--- config.mk ---
export PLATFORM = sky130hd
export DESIGN_NAME = omap_wr_biu
export DESIGN_NICKNAME = d
export VERILOG_FILES = /design/src/rtl/omap_wr_biu.sv
export SDC_FILE = /design/constraint.sdc
export NUM_CORES = 1
export LEC_CHECK = 0
export BUFFER_PORTS_ARGS = -buffer_cell sky130_fd_sc_hd__buf_4
export CORE_ASPECT_RATIO = 0.6
export CORE_MARGIN = 3
export CORE_UTILIZATION = 40
export CTS_BUF_LIST = sky130_fd_sc_hd__clkbuf_8
export DETAILED_ROUTE_END_ITERATION = 16
export GPL_ROUTABILITY_DRIVEN = 0
export HOLD_SLACK_MARGIN = 0.03
export MAX_ROUTING_LAYER = met4
export PLACE_DENSITY = 0.55
export SYNTH_ARGS = -nofsm -noshare
export SYNTH_HDL_FRONTEND = slang
export SYNTH_SLANG_ARGS = --single-unit
--- constraint.sdc ---
create_clock -name clk -period 5.8 [get_ports clk]
set_input_delay 0.87 -clock clk [delete_from_list [all_inputs] [get_ports clk]]
set_output_delay 0.87 -clock clk [all_outputs]
set_load 0.05 [all_outputs]
--- src/rtl/omap_wr_biu.sv ---
// Output-feature-map write BIU: buffers merger results in a small FIFO and streams them
// to the memory arbiter as addressed write beats, signalling done once every response is back.
module omap_wr_biu #(
  parameter int DW          = 32,
  parameter int AW          = 32,
  parameter int DEPTH       = 4,
  parameter int ADDR_STRIDE = 1,
  parameter int CNT_W       = 24
) (
  input  logic          clk,
  input  logic          rst,
  input  logic [7:0]    out_ch,
  input  logic [15:0]   map_size,
  input  logic [AW-1:0] omap_base_addr,
  input  logic          conv_start,
  output logic          omap_biu2arb_req,
  output logic [AW-1:0] omap_biu2arb_addr,
  output logic [DW-1:0] omap_biu2arb_data,
  output logic          omap_biu2arb_vld,
  input  logic          omap_biu2arb_rdy,
  input  logic          arb2omap_biu_vld,
  output logic          arb2omap_biu_rdy,
  input  logic [DW-1:0] map_merger2omap_biu_data,
  input  logic          map_merger2omap_biu_vld,
  output logic          map_merger2omap_biu_rdy,
  output logic          omap_busy,
  output logic          omap_done
);

  localparam int PW = $clog2(DEPTH);

  typedef enum logic [1:0] {
    S_IDLE,
    S_RUN,
    S_WAIT,
    S_DONE
  } state_e;

  state_e            state_q;
  logic              req_q;
  logic              busy_q;
  logic              done_q;

  logic [CNT_W-1:0]  total_q;
  logic [CNT_W-1:0]  in_cnt_q;
  logic [CNT_W-1:0]  out_cnt_q;
  logic [CNT_W-1:0]  rsp_cnt_q;
  logic [AW-1:0]     addr_q;

  logic [DW-1:0]     mem_q [DEPTH];
  logic [PW:0]       wr_ptr_q;
  logic [PW:0]       rd_ptr_q;

  logic              fifo_empty;
  logic              fifo_full;
  logic              in_rdy;
  logic              push;
  logic              pop;
  logic              start;
  logic              last_beat;
  logic              rsp_fire;
  logic [CNT_W-1:0]  start_total;

  assign start_total = CNT_W'(map_size) * CNT_W'(out_ch);
  assign start       = conv_start && (state_q == S_IDLE);

  // Extra pointer bit distinguishes full from empty when the index bits match.
  assign fifo_empty = (wr_ptr_q == rd_ptr_q);
  assign fifo_full  = (wr_ptr_q[PW] != rd_ptr_q[PW]) &&
                      (wr_ptr_q[PW-1:0] == rd_ptr_q[PW-1:0]);

  assign in_rdy    = (state_q == S_RUN) && !fifo_full && (in_cnt_q < total_q);
  assign push      = map_merger2omap_biu_vld && in_rdy;
  assign pop       = !fifo_empty && omap_biu2arb_rdy;
  assign last_beat = pop && (out_cnt_q == (total_q - CNT_W'(1)));
  assign rsp_fire  = arb2omap_biu_vld && ((state_q == S_RUN) || (state_q == S_WAIT));

  always_ff @(posedge clk or posedge rst) begin
    if (rst) begin
      state_q <= S_IDLE;
      req_q   <= 1'b0;
      busy_q  <= 1'b0;
      done_q  <= 1'b0;
    end else begin
      case (state_q)
        S_IDLE: begin
          if (start) begin
            busy_q <= 1'b1;
            if (start_total == '0) begin
              state_q <= S_DONE;
              done_q  <= 1'b1;
            end else begin
              state_q <= S_RUN;
              req_q   <= 1'b1;
            end
          end
        end
        S_RUN: begin
          if (last_beat) begin
            state_q <= S_WAIT;
          end
        end
        S_WAIT: begin
          if (rsp_cnt_q == total_q) begin
            state_q <= S_DONE;
            req_q   <= 1'b0;
            done_q  <= 1'b1;
          end
        end
        S_DONE: begin
          state_q <= S_IDLE;
          busy_q  <= 1'b0;
          done_q  <= 1'b0;
        end
        default: begin
          state_q <= S_IDLE;
          req_q   <= 1'b0;
          busy_q  <= 1'b0;
          done_q  <= 1'b0;
        end
      endcase
    end
  end

  always_ff @(posedge clk or posedge rst) begin
    if (rst) begin
      total_q   <= '0;
      in_cnt_q  <= '0;
      out_cnt_q <= '0;
      rsp_cnt_q <= '0;
      addr_q    <= '0;
    end else if (start) begin
      total_q   <= start_total;
      in_cnt_q  <= '0;
      out_cnt_q <= '0;
      rsp_cnt_q <= '0;
      addr_q    <= omap_base_addr;
    end else begin
      if (push) begin
        in_cnt_q <= in_cnt_q + CNT_W'(1);
      end
      if (pop) begin
        out_cnt_q <= out_cnt_q + CNT_W'(1);
        addr_q    <= addr_q + AW'(ADDR_STRIDE);
      end
      if (rsp_fire) begin
        rsp_cnt_q <= rsp_cnt_q + CNT_W'(1);
      end
    end
  end

  always_ff @(posedge clk or posedge rst) begin
    if (rst) begin
      wr_ptr_q <= '0;
      rd_ptr_q <= '0;
    end else begin
      if (push) begin
        wr_ptr_q <= wr_ptr_q + (PW+1)'(1);
      end
      if (pop) begin
        rd_ptr_q <= rd_ptr_q + (PW+1)'(1);
      end
    end
  end

  // Storage needs no reset: the read port is masked while the FIFO is empty.
  always_ff @(posedge clk) begin
    if (push) begin
      mem_q[wr_ptr_q[PW-1:0]] <= map_merger2omap_biu_data;
    end
  end

  assign omap_biu2arb_req        = req_q;
  assign omap_biu2arb_vld        = !fifo_empty;
  assign omap_biu2arb_addr       = addr_q;
  assign omap_biu2arb_data       = fifo_empty ? '0 : mem_q[rd_ptr_q[PW-1:0]];
  assign arb2omap_biu_rdy        = 1'b1;
  assign map_merger2omap_biu_rdy = in_rdy;
  assign omap_busy               = busy_q;
  assign omap_done               = done_q;

endmodule

# Word-level counts from Yosys, hierarchy flattened
# Memory sizes are Yosys's and may differ from the RTL's.
# Index checks and enable logic that the tools add are counted.
[op_classes] n_reduce_logical=23 n_lt_le_gt_ge=1 multipliers=1 mux=26 add_sub_neg=7 eq_ne=13
[ops] op="$mux 24" n=6
[ops] op="$mux 32" n=3
[ops] op="$add 24x1->24 const B" n=3
[ops] op="$eq 24x24->1" n=2
[ops] op="$add 32x1->32 const B" n=1
[ops] op="$logic_not 24->1" n=1
[ops] op="$lt 24x24->1" n=1
[ops] op="$mul 16x8->24" n=1
[ops] op="$sub 24x1->24 const B" n=1
[ops] op="$reduce_bool 2->1" n=5
[ops] op="$mux 1" n=9
[ops] op="$logic_and 1x1->1" n=8
[ops] op="$mux 2" n=4
[ops] op="$pmux 2 s4" n=1
[ops] op="$reduce_and 4->1" n=2
[ops] op="$add 3x1->3 const B" n=2
[ops] op="$ne 2x2->1 const B" n=3
[ops] op="$eq 2x2->1 const B" n=2
[ops] op="$ne 2x1->1 const B" n=2
[ops] op="$pmux 1 s2" n=2
[ops] op="$eq 3x3->1" n=1
[ops] op="$pmux 1 s3" n=1
[ops] op="$reduce_and 3->1" n=1
[ops] op="$reduce_bool 3->1" n=1
[ops] op="other kinds (7)" n=8
[totals] out_inout_bits=70 regBits=139 elab_cells=83 mem_count=1 mem_bits_rw=128
[memory_table] memory="mem_q" depth=4 word_bits=32 read_ports=1 rd_clocked_by_memory_dff=0 write_ports=1 line="50" source="logic [DW-1:0] mem_q [DEPTH];"

# Longest topological paths before layout
# Gate-level depths: netlist of the first run.
[logic_depth] depth_word=8 ltp_mapped=21 depth_no_buf=19

# Least setup slack after synthesis of the first run
# No wires, ideal clock.
[synth_timing] path_kind="input to register" from="in out_ch[7]" to="reg done_q (netlist: omap_done)" setup_time_ns=0.070 arrival_time_ns=5.650 path_slack_ns=0.081 n_path_buf=1 cell_stages=19 path_cell_list="clkbuf_1 > nand2_1 > fa_1 > fa_1 > inv_1 > fa_1 > inv_1 > fa_1 > inv_1 > ha_1 > and3_1 > a22o_2 > a31oi_2 > o31ai_1 > xor2_1 > nor4_1 > nand4_1 > or4_1 > nand3_1"
[synth_via] elab_chain_len=4
[synth_lines] item="start: declaration" line="12" source="input logic [7:0] out_ch,"
[synth_lines] item="$mul 16x8->24" line="64" source="assign start_total = CNT_W'(map_size) * CNT_W'(out_ch);"
[synth_lines] item="$logic_not 24->1" line="89" source="if (start_total == '0) begin"
[synth_lines] item="$ne 2x1->1 (no line)"
[synth_lines] item="$reduce_and 4->1 (no line)"
[synth_lines] item="end signal: assignment" line="83" source="done_q <= 1'b0;"
[synth_lines] item="end signal: assignment" line="91" source="done_q <= 1'b1;"
[synth_lines] item="end signal: assignment" line="107" source="done_q <= 1'b1;"
[synth_lines] item="end: declaration" line="42" source="logic done_q;"
# No other way between the ends.
# A chain may end at the register's enable or synchronous reset.

# Final worst setup path of the first run
# Ends and elaborated chain as after synthesis.

==> metrics.yaml, run 1 <==
detailed_routing:
  remaining_drc_errors: 0
  vias_per_cell: 5.29
  num_vias: 13193
  ant_nets: 0
  wire_per_inst_um: 18.4
  drt_iter0_markers: 1012
  drt_wl_total_mm: 45.9
  dr.pass1.iters: 6
clocking:
  cts_resized: 0
  post_cts_hold_buffer_count: 0
  post_cts_buffers: 0
  cts.htree.levels: 2
  clockRootBuffer: "clkbuf_8"
  clock_latency_ps: 550
  cts.path.max_buffers: 3
  cts_tree: "built"
  cts.clk_slew.worst_paths_ps: 70
  cts_num_sinks: 267
  cts_inserted_buffers: 40
placed_design:
  dp_cells: 2424
  dpl_worst_slack_ps: -187
  portBuffers: 162
  dp_hpwl_mm: 34.2
finish:
  final_nets: 2146
  drive_gt1_share_pct: 18.1
  stdcell_count: 2496
  fin_util_pct: 47.5
  syn2layout_area_growth_pct: 16.8
synthesis:
  synthCells: 1682
  netlist_area_mm2: 0.0177
  synth-seq-area-share_pct: 41.3
  synthAdderAreaFrac_pct: 15.2
  ys_types: 79
  synth-simple-area-share_pct: 18.5
  netlist_top_cells_count: "and2_1, inv_1, nand2_1, dfrtp_1, edfxtp_1"
  syn_nets: 1941
  synth_area_leaders: "edfxtp_1, dfrtp_1, fa_1, ha_1, and2_1"
  ys_seq_elements: 267
  synth.most_common_cell: "and2_1"
  synth-xor-area-share_pct: 8.21
  ys_warn_count: 0
  synthDominantCellAreaShare_pct: 21.7
  async_reset_ff_share_pct: 52.1
  synthMuxAreaShare_pct: 4.70
  synth_top_cell_by_area: "edfxtp_1"
  synthFlopType: "dfrtp_1"
  synth-edff-count: 128
  synth_compound_area_share_pct: 7.34
  syn_area_per_cell_um2: 10.5
  synth_top_family_by_area: "simple AND/OR/NAND/NOR gates"
pwr:
  power_frac_clock_pct: 14.2
  p_seq_share_pct: 26.5
  ir_drop_mv: 0.300
  combPwrFrac_pct: 59.2
  swShare_pct: 47.7
  power.leakage_uw: 0.00890
  cellPowerDensity_mw_per_mm2: 523
  switching_power_uw: 5150
  p_int_uw: 5660
floorplan:
  fp.dieW_um: 278
  start_util_pct: 40.7
  coreArea_mm2: 0.0436
  die_area_mm2: 0.0469
  std_cell_rows: 59
  die_h_um: 169
  top_level_ports: 164
timing:
  slew_headroom_pct: 32.9
  fin_ws_ps: 348
  finalCritPeriodShare_pct: 94.0
  skew_ps: 18.8
  fmax_mhz: 183
  rsz0062_at_grt: "false"
  finalCriticalPeriod_ps: 5450
  holdWs_ps: 499
  finalSetupViolations: 0
  tightest_slew_ps: 1010
  final-hold-violation-count: 0
  drv_slew: 0
grt:
  grt_usage_pct: 20.2
  grt_max_degree: 93
  met1_usage_pct: 32.4
  grt_pass1_vias: 13055
  grt_use_met3_pct: 4.40
  grt_overflow_total: 0
  antenna_found_initial: 3
  use_met2_pct: 26.2
  grt_busiest_layer: "met1"
  grt_first_pass_wirelength_mm: 73.3
status:
  outcome: "finished clean"
worst_setup_path:
  cp_slowest_cell: "fa_1"
  crit_top_cell: "fa_1"
  arrival_ps: 5940
  worstSetupEndpointType: "flop"
  required_ps: 6290
  crit_type: "in -> reg"
  critPathMaxStageDelay_ps: 550
  critPathLaunchType: "primary input"
  path_max_fanout: 12
  worstPathCellList: "buf_4 -> and2_1 -> fa_1 -> fa_1 -> fa_1 -> inv_1 -> fa_1 -> inv_1 -> ha_1 -> a21oi_1 -> o21ai_0 -> a211oi_2 -> xor2_1 -> nand3_1 -> nor4_1 -> nand4_1 -> or4_1 -> nand3_1"
min_path:
  hp-class: "in -> async"
flow_run:
  maxCapViolCount: 0
-- layer usage --
| layer | routed length [µm] | up-vias |
|---|---|---|
| li1 | - | 6178 |
| met2 | 18100 | 378 |
| met4 | 437 | 0 |
| met3 | 3370 | 45 |
| met1 | 24000 | 6592 |
| met5 | 0 | - |
-- logic make-up after synthesis --
group / count (synthesis)
compound gates: 206
xor+xnor: 166
fa+ha+maj: 165
buf+inv: 217
flops: 267
mux: 43
other cells: 1
simple gates: 617
-- cell usage in the layout, fill, tap and decap left out, types with 5 or more instances in the layout --
master and n:
o21ai_0 85, xnor2_1 84, a31oi_1 6, clkbuf_8 48, inv_1 163, mux4_2 32
nand2b_1 7, nor2_1 105, a21o_1 11, fa_1 84, xor2_1 82, nand4_1 41
and2_1 148, edfxtp_1 128, a21oi_1 39, nor3b_1 6, nand2_1 147, buf_4 231
mux2i_1 10, a211oi_1 12, nor3_1 24, or3_1 13, nor4_1 10, o21a_1 5
nor2b_1 8, and3_1 25, o211ai_1 6, dfrtp_1 138, or4_1 6, ha_1 81
nand3_1 47
-- metrics by stage --
stage | TNS [ps] | power (µW) | cell area (µm²)
CTS | 0 | 10900 | 20700
floorplan | 0 | 7030 | 17700
finish | 0 | 10800 | 20700
global placement | -173 | 9230 | 19900
detailed placement | -489 | 9280 | 19900
global route | 0 | 11600 | 20700
-- area by class of cell --
type	instances	area, µm²
clock buffer	48	661
clock inverter	23	123
fill	4134	22900
antenna	1	2.50
tap	579	724
sequential	267	7320
multi-input combinational	1198	9560
timing repair buffer	231	1730
inverter	149	564
-- path summary, 6_finish.rpt --
check	startpoint	end	slack, ps	depth (start not counted)
setup / recovery	out_ch[7]	omap_done	350	18
hold reg to reg	rd_ptr_q[2]	rd_ptr_q[2]	500	1
max in group asynchronous	rst	rsp_cnt_q[16]	4140	3
setup reg to reg	total_q[21]	mem_q[3][5]	2190	11
min in group clk	rd_ptr_q[2]	rd_ptr_q[2]	500	1
hold / removal	rst	omap_biu2arb_addr[8]	500	2
-- worst max-delay path, delay by kind of cell --
family / cells / cell delay (ps)
adder cells (fa/ha/maj): 5 / 2450
XOR/XNOR: 1 / 260
buffers and inverters: 3 / 260
AO/OA/AOI/OAI: 3 / 810
AND/OR/NAND/NOR: 6 / 1290
-- power groups by stage --
stage	logic, µW	clock network [µW]	registers [µW]
floorplan	3990	0	3050
global placement	6360	0	2870
detailed placement	6400	0	2880
CTS	6430	1590	2850
global route	7020	1680	2910
finish	6410	1540	2870
-- registers in the layout, summed over array words and instances (netlist names) --
signal / flops
omap_biu2arb_addr: 32
out_cnt_q: 24
rd_ptr_q: 3
total_q: 24
state_q: 2
omap_busy: 1
wr_ptr_q: 3
mem_q: 128
omap_done: 1
in_cnt_q: 24
rsp_cnt_q: 24
omap_biu2arb_req: 1
Note: power is estimated with default switching activity, not from simulation.
==> run 2, diff against run 1 <==
- ABC_AREA: not set -> 1
- BUFFER_PORTS_ARGS: -buffer_cell sky130_fd_sc_hd__buf_4 -> -buffer_cell sky130_fd_sc_hd__clkbuf_2
==> run 2 against run 1 <==
Worst hold slack worse by 40 ps; wire length up 17%; critical path type unchanged; final cell count up 31%; utilization down 2.2 points; largest cell class unchanged; non-clock buffer count down 60.
==> metrics.yaml, run 2 <==
status:
  outcome: "finished clean"
finish:
  layout_commonest_cell: "nand2_1"
  final_nets: 2856  # +33%
  largest_reg_flops: 128  # unchanged
  syn2layout_area_growth_pct: 11.4
  final_cell_mix: "nand2_1, inv_1, nor2_1"
  stdcell_count: 3269  # +31%
  drive_gt1_share_pct: 12.1  # -6.0 points
  fin_util_pct: 45.3  # -2.2 points
synthesis:
  synth-simple-area-share_pct: 26.0  # +7.5 points
  synth.most_common_cell: "nand2_1"
  netlist_top_cells_count: "nand2_1, inv_1, nor2_1, dfrtp_1, edfxtp_1"
  async_reset_ff_share_pct: 52.1  # unchanged
  synth_top_cell_by_area: "edfxtp_1"
  synthMuxAreaShare_pct: 0  # -4.7 points
  netlist_area_mm2: 0.0195  # +10%
  synthAdderAreaFrac_pct: 13.8  # -1.4 points
  synth-xor-area-share_pct: 4.40  # -3.8 points
  synth_compound_area_share_pct: 7.58  # +0.24 points
  synthCells: 2476  # +47%
  ys_warn_count: 0  # unchanged
  synth-edff-count: 128  # unchanged
  syn_nets: 2735  # +41%
  synth-seq-area-share_pct: 37.5  # -3.8 points
  syn_area_per_cell_um2: 7.88  # -25%
  ys_seq_elements: 267  # unchanged
  synthDominantCellAreaShare_pct: 19.7  # -2.0 points
  ys_types: 58  # -27%
  synthFlopType: "dfrtp_1"
  synth_area_leaders: "edfxtp_1, dfrtp_1, nand2_1, fa_1, inv_1"
  synth_top_family_by_area: "simple AND/OR/NAND/NOR gates"
detailed_routing:
  drt_iter0_markers: 1492  # +47%
  num_vias: 16647  # +26%
  remaining_drc_errors: 0  # unchanged
  vias_per_cell: 5.09  # -3.7%
  dr.pass1.iters: 5  # -1
  drt_wl_total_mm: 53.9  # +17%
  ant_nets: 0  # unchanged
  wire_per_inst_um: 16.5  # -10%
grt:
  grt_overflow_total: 0  # unchanged
  grt_max_degree: 98  # +5.4%
  antenna_found_initial: 0  # -3
  grt_first_pass_wirelength_mm: 86.4  # +18%
  grt_usage_pct: 21.3  # +1.1 points
  grt_pass1_vias: 15686  # +20%
pwr:
  ir_drop_mv: 0.317  # +5.5%
  cellPowerDensity_mw_per_mm2: 507  # -3.1%
  power.leakage_uw: 0.0108  # +22%
flow_run:
  maxCapViolCount: 0  # unchanged
timing:
  rsz0062_at_grt: "false"
  skew_ps: 20.0  # +1.19 ps
  fmax_mhz: 193  # +5.1%
  fin_ws_ps: 611  # +262 ps
  finalCritPeriodShare_pct: 89.5  # -4.5 points
  finalSetupViolations: 0  # unchanged
  slew_headroom_pct: 22.6  # -10 points
  holdWs_ps: 459  # -40.2 ps
  final-hold-violation-count: 0  # unchanged
  setup_tns_ps: 0  # unchanged
  finalCriticalPeriod_ps: 5190  # -262 ps
  drv_slew: 0  # unchanged
  tightest_slew_ps: 1160  # +155 ps
worst_setup_path:
  crit_start: "out_ch[7]"
  worstSetupEndpointType: "flop"
  critPathMaxStageDelay_ps: 550  # about the same
  crit_top_cell: "nand2_1"
  arrival_ps: 5660  # -280 ps
  timing.rr.start: "total_q[9]"
  path_buf_inv: 4  # +1
  r2r_cells: 10  # -1
  cp_slowest_cell: "fa_1"
  path_max_fanout: 16  # +4
  path_depth: 25  # +7
  path_delay_family: "adder cells"
  critPathLaunchType: "primary input"
  rr_endpoint: "mem_q[1][7]"
  required_ps: 6270  # -20 ps
  crit_type: "in -> reg"
  r2r_setup_slack_ps: 2250  # +60 ps
clocking:
  cts_resized: 0  # unchanged
  cts.path.max_buffers: 3  # unchanged
  clock_latency_ps: 590  # +40 ps
  cts_tree: "built"
  post_cts_buffers: 0  # unchanged
  cts_num_sinks: 267  # unchanged
  post_cts_hold_buffer_count: 0  # unchanged
  clockRootBuffer: "clkbuf_8"
  cts.htree.levels: 2  # unchanged
  cts_inserted_buffers: 41  # +2.5%
  cts.clk_slew.worst_paths_ps: 70  # about the same
floorplan:
  die_h_um: 177  # +4.8%
  std_cell_rows: 62  # +5.1%
  coreArea_mm2: 0.0480  # +10%
  top_level_ports: 164  # unchanged
  fp.dieW_um: 291  # +4.9%
  die_area_mm2: 0.0516  # +9.9%
  start_util_pct: 40.7  # about the same
placed_design:
  portBuffers: 162  # unchanged
  dpl_worst_slack_ps: 116  # +303 ps
  dp_cells: 3194  # +32%
  dp_hpwl_mm: 40.3  # +18%
min_path:
  hp-class: "in -> async"
## run 2: changes by cell type after synthesis, moves of 38 or more
cell,change
nand2_1,+437
inv_1,+292
nor2_1,+172
and2_1,-148
nand3_1,+69
xnor2_1,-38
## run 2: final cells by class
class,count,area (µm²)
clock inverter,23,200
sequential,267,7320
multi-input combinational,1665,10100
inverter,451,1700
tap,640,801
clock buffer,51,702
timing repair buffer,171,878
antenna,1,2.50
fill,4791,26300
## run 2: how the worst max path moves through the flow
stage	to	slack (ps)
floorplan	omap_done	540
global placement	omap_done	140
detailed placement	omap_done	120
CTS	omap_done	750
global route	omap_done	260
finish	omap_done	610
## run 2: kinds of logic (layout without fill, tap and decap cells)
logic type               count (synthesis)  count (layout)
adder cells (fa/ha/maj)                165             165
other                                    1               2
AND/OR/NAND/NOR                       1149            1149
buffers and inverters                  544             696
AO/OA/AOI/OAI                          252             252
flip-flops                             267             267
XOR/XNOR                                98              98
## run 2: worst register-to-register path, delay by kind of cell (launching register included)
kind | cells | cell delay, ps
simple gates | 4 | 1560
buf+inv | 1 | 220
flops | 1 | 530
compound gates | 4 | 490
fa+ha+maj | 1 | 360
## run 2: per-stage QoR
step,instance area [µm²],total power (µW)
finish,21700,11000
global route,21700,11900
CTS,21700,11100
detailed placement,20800,9260
global placement,20800,9200
floorplan,19500,7590
## run 2: where the power goes
group	internal, µW	switching [µW]	total (µW)
sequential	2360	495	2860
combinational	1790	4630	6420
clock	939	801	1740
## run 2: per-layer routing
metal / routed length [µm] / up-vias / global-route usage [%] / part of all wire (%)
met2: 21400 / 454 / 28.5 / 40
li1: - / 8107 / - / -
met1: 28300 / 8050 / 33.9 / 53
met5: 0 / - / - / 0
met3: 3750 / 36 / 3.61 / 7.0
met4: 433 / 0 / 2.75 / 0.80
==> run 3, diff against run 2 <==
- ABC_AREA: 1 -> not set
==> run 3 against run 2 <==
Cell area decreased by 6.2%; maximum frequency down 5.3%; sequential cell count is the same; worst hold slack worse by 34 ps; critical path depth is 6 lower; critical endpoint unchanged; register-to-register slack lost 420 ps; clock power shrank 14%; non-clock buffer count increased by 80; via count shrank 21%.
==> metrics.yaml, run 3 (same netlist as run 1, synthesis figures left out) <==
placed_design:
  portBuffers: 162  # unchanged
  dp_hpwl_mm: 33.7  # -17%
  dpl_worst_slack_ps: -289  # -405 ps
timing:
  setup_tns_ps: 0  # unchanged
  tightest_slew_ps: 977  # -184 ps
  finalCriticalPeriod_ps: 5480  # +288 ps
  holdWs_ps: 425  # -33.9 ps
  fin_ws_ps: 322  # -288 ps
  fmax_mhz: 183  # -5.3%
  skew_ps: 22.6  # +2.59 ps
  finalSetupViolations: 0  # unchanged
  rsz0062_at_grt: "false"
  slew_headroom_pct: 34.9  # +12 points
  final-hold-violation-count: 0  # unchanged
  finalCritPeriodShare_pct: 94.4  # +5.0 points
  drv_slew: 0  # unchanged
pwr:
  cellPowerDensity_mw_per_mm2: 520  # +2.7%
  power.leakage_uw: 0.00887  # -18%
  ir_drop_mv: 0.238  # -25%
detailed_routing:
  remaining_drc_errors: 0  # unchanged
  dr.pass1.iters: 5  # unchanged
  wire_per_inst_um: 17.9  # +8.6%
  vias_per_cell: 5.22  # +2.4%
  num_vias: 13115  # -21%
  ant_nets: 0  # unchanged
  drt_wl_total_mm: 45.0  # -16%
  drt_iter0_markers: 1014  # -32%
finish:
  fin_util_pct: 46.8  # +1.6 points
  multi_input_area_mm2: 0.00956  # -5.7%
  drive_gt1_share_pct: 18.9  # +6.8 points
  layout_commonest_cell: "clkbuf_2"
  final_cell_mix: "clkbuf_2, inv_1, and2_1, nand2_1, dfrtp_1"
  fillers: 4159  # -13%
  final_nets: 2165  # -24%
  largest_reg_flops: 128  # unchanged
  syn2layout_area_growth_pct: 15.2
  regArea_mm2: 0.00732  # about the same
floorplan:
  die_h_um: 169  # -4.6%
  std_cell_rows: 59  # -4.8%
  fp.dieW_um: 278  # -4.6%
  die_area_mm2: 0.0469  # -9.0%
  coreArea_mm2: 0.0436  # -9.3%
  start_util_pct: 40.7  # about the same
  top_level_ports: 164  # unchanged
clocking:
  cts_resized: 0  # unchanged
  post_cts_buffers: 0  # unchanged
  cts.htree.levels: 2  # unchanged
  clockRootBuffer: "clkbuf_8"
  cts_tree: "built"
  cts.clk_slew.worst_paths_ps: 70  # about the same
  cts.path.max_buffers: 3  # unchanged
  cts_num_sinks: 267  # unchanged
  cts_inserted_buffers: 39  # -4.9%
  clock_latency_ps: 560  # -30 ps
  post_cts_hold_buffer_count: 0  # unchanged
worst_setup_path:
  rr_endpoint: "mem_q[3][27]"
  path_max_fanout: 13  # -3
  required_ps: 6300  # +30 ps
  r2r_setup_slack_ps: 1830  # -420 ps
  worstSetupEndpointType: "flop"
  crit_type: "in -> reg"
  r2r_cells: 10  # unchanged
  critPathLaunchType: "primary input"
  timing.rr.start: "total_q[21]"
  arrival_ps: 5980  # +320 ps
status:
  outcome: "finished clean"
grt:
  grt_usage_pct: 20.0  # -1.3 points
  grt_first_pass_wirelength_mm: 73.3  # -15%
  grt_pass1_vias: 13134  # -16%
  grt_overflow_total: 0  # unchanged
  grt_max_degree: 89  # -9.2%
  antenna_found_initial: 3  # +3
flow_run:
  maxCapViolCount: 0  # unchanged
min_path:
  hp-class: "in -> async"
==> run 3: area by class of cell <==
type	instances	share of cell area, %
clock inverters	24	0.632
multi-input cells	1198	46.9
inverters	149	2.77
repair buffers	251	7.25
flip-flops and latches	267	35.9
diodes	1	0.0123
clock buffers	45	3.04
well taps	579	3.55
==> run 3: worst max-delay path: stages <==
cell      delay [ps]
clkbuf_2         240
nand2_1          120
fa_1             500
fa_1             540
inv_1             50
fa_1             520
inv_1             50
fa_1             530
inv_1             40
ha_1             310
and3_1           170
a22o_2           250
a31oi_2          340
o31ai_1          170
xor2_1           180
nor4_1           350
nand4_1          210
or4_1            430
nand3_1           90
==> run 3: worst max path at each step <==
stage,slack [ps],cells after the start,endpoint,start
final,320,19,omap_done,out_ch[6]
after global routing,30,18,omap_done,out_ch[4]
after CTS,310,18,omap_done,out_ch[4]
after detailed placement,-290,18,omap_done,out_ch[4]
after global placement,-200,19,omap_done,out_ch[7]
after floorplan,80,19,omap_done,out_ch[7]
==> run 3: layer usage <==
layer	wire, µm	part of all wire [%]	global-route usage, %
met2	17800	40	26.4
met4	359	0.80	2.45
met5	0	0	-
met3	2980	6.6	4.20
met1	23800	53	31.8
==> run 3: power breakdown <==
part | switching, µW | internal, µW | total [µW]
Sequential | 483 | 2360 | 2840
Clock | 748 | 754 | 1500
Combinational | 3890 | 2380 | 6270
==> run 3: metrics by stage <==
| step | power (µW) | area (µm²) | instances |
|---|---|---|---|
| after floorplan | 7030 | 17700 | 1682 |
| after CTS | 10700 | 20400 | 2513 |
| final | 10600 | 20400 | 2514 |
| after global placement | 9090 | 19700 | 2444 |
| after global routing | 11400 | 20400 | 2514 |
| after detailed placement | 9120 | 19700 | 2444 |
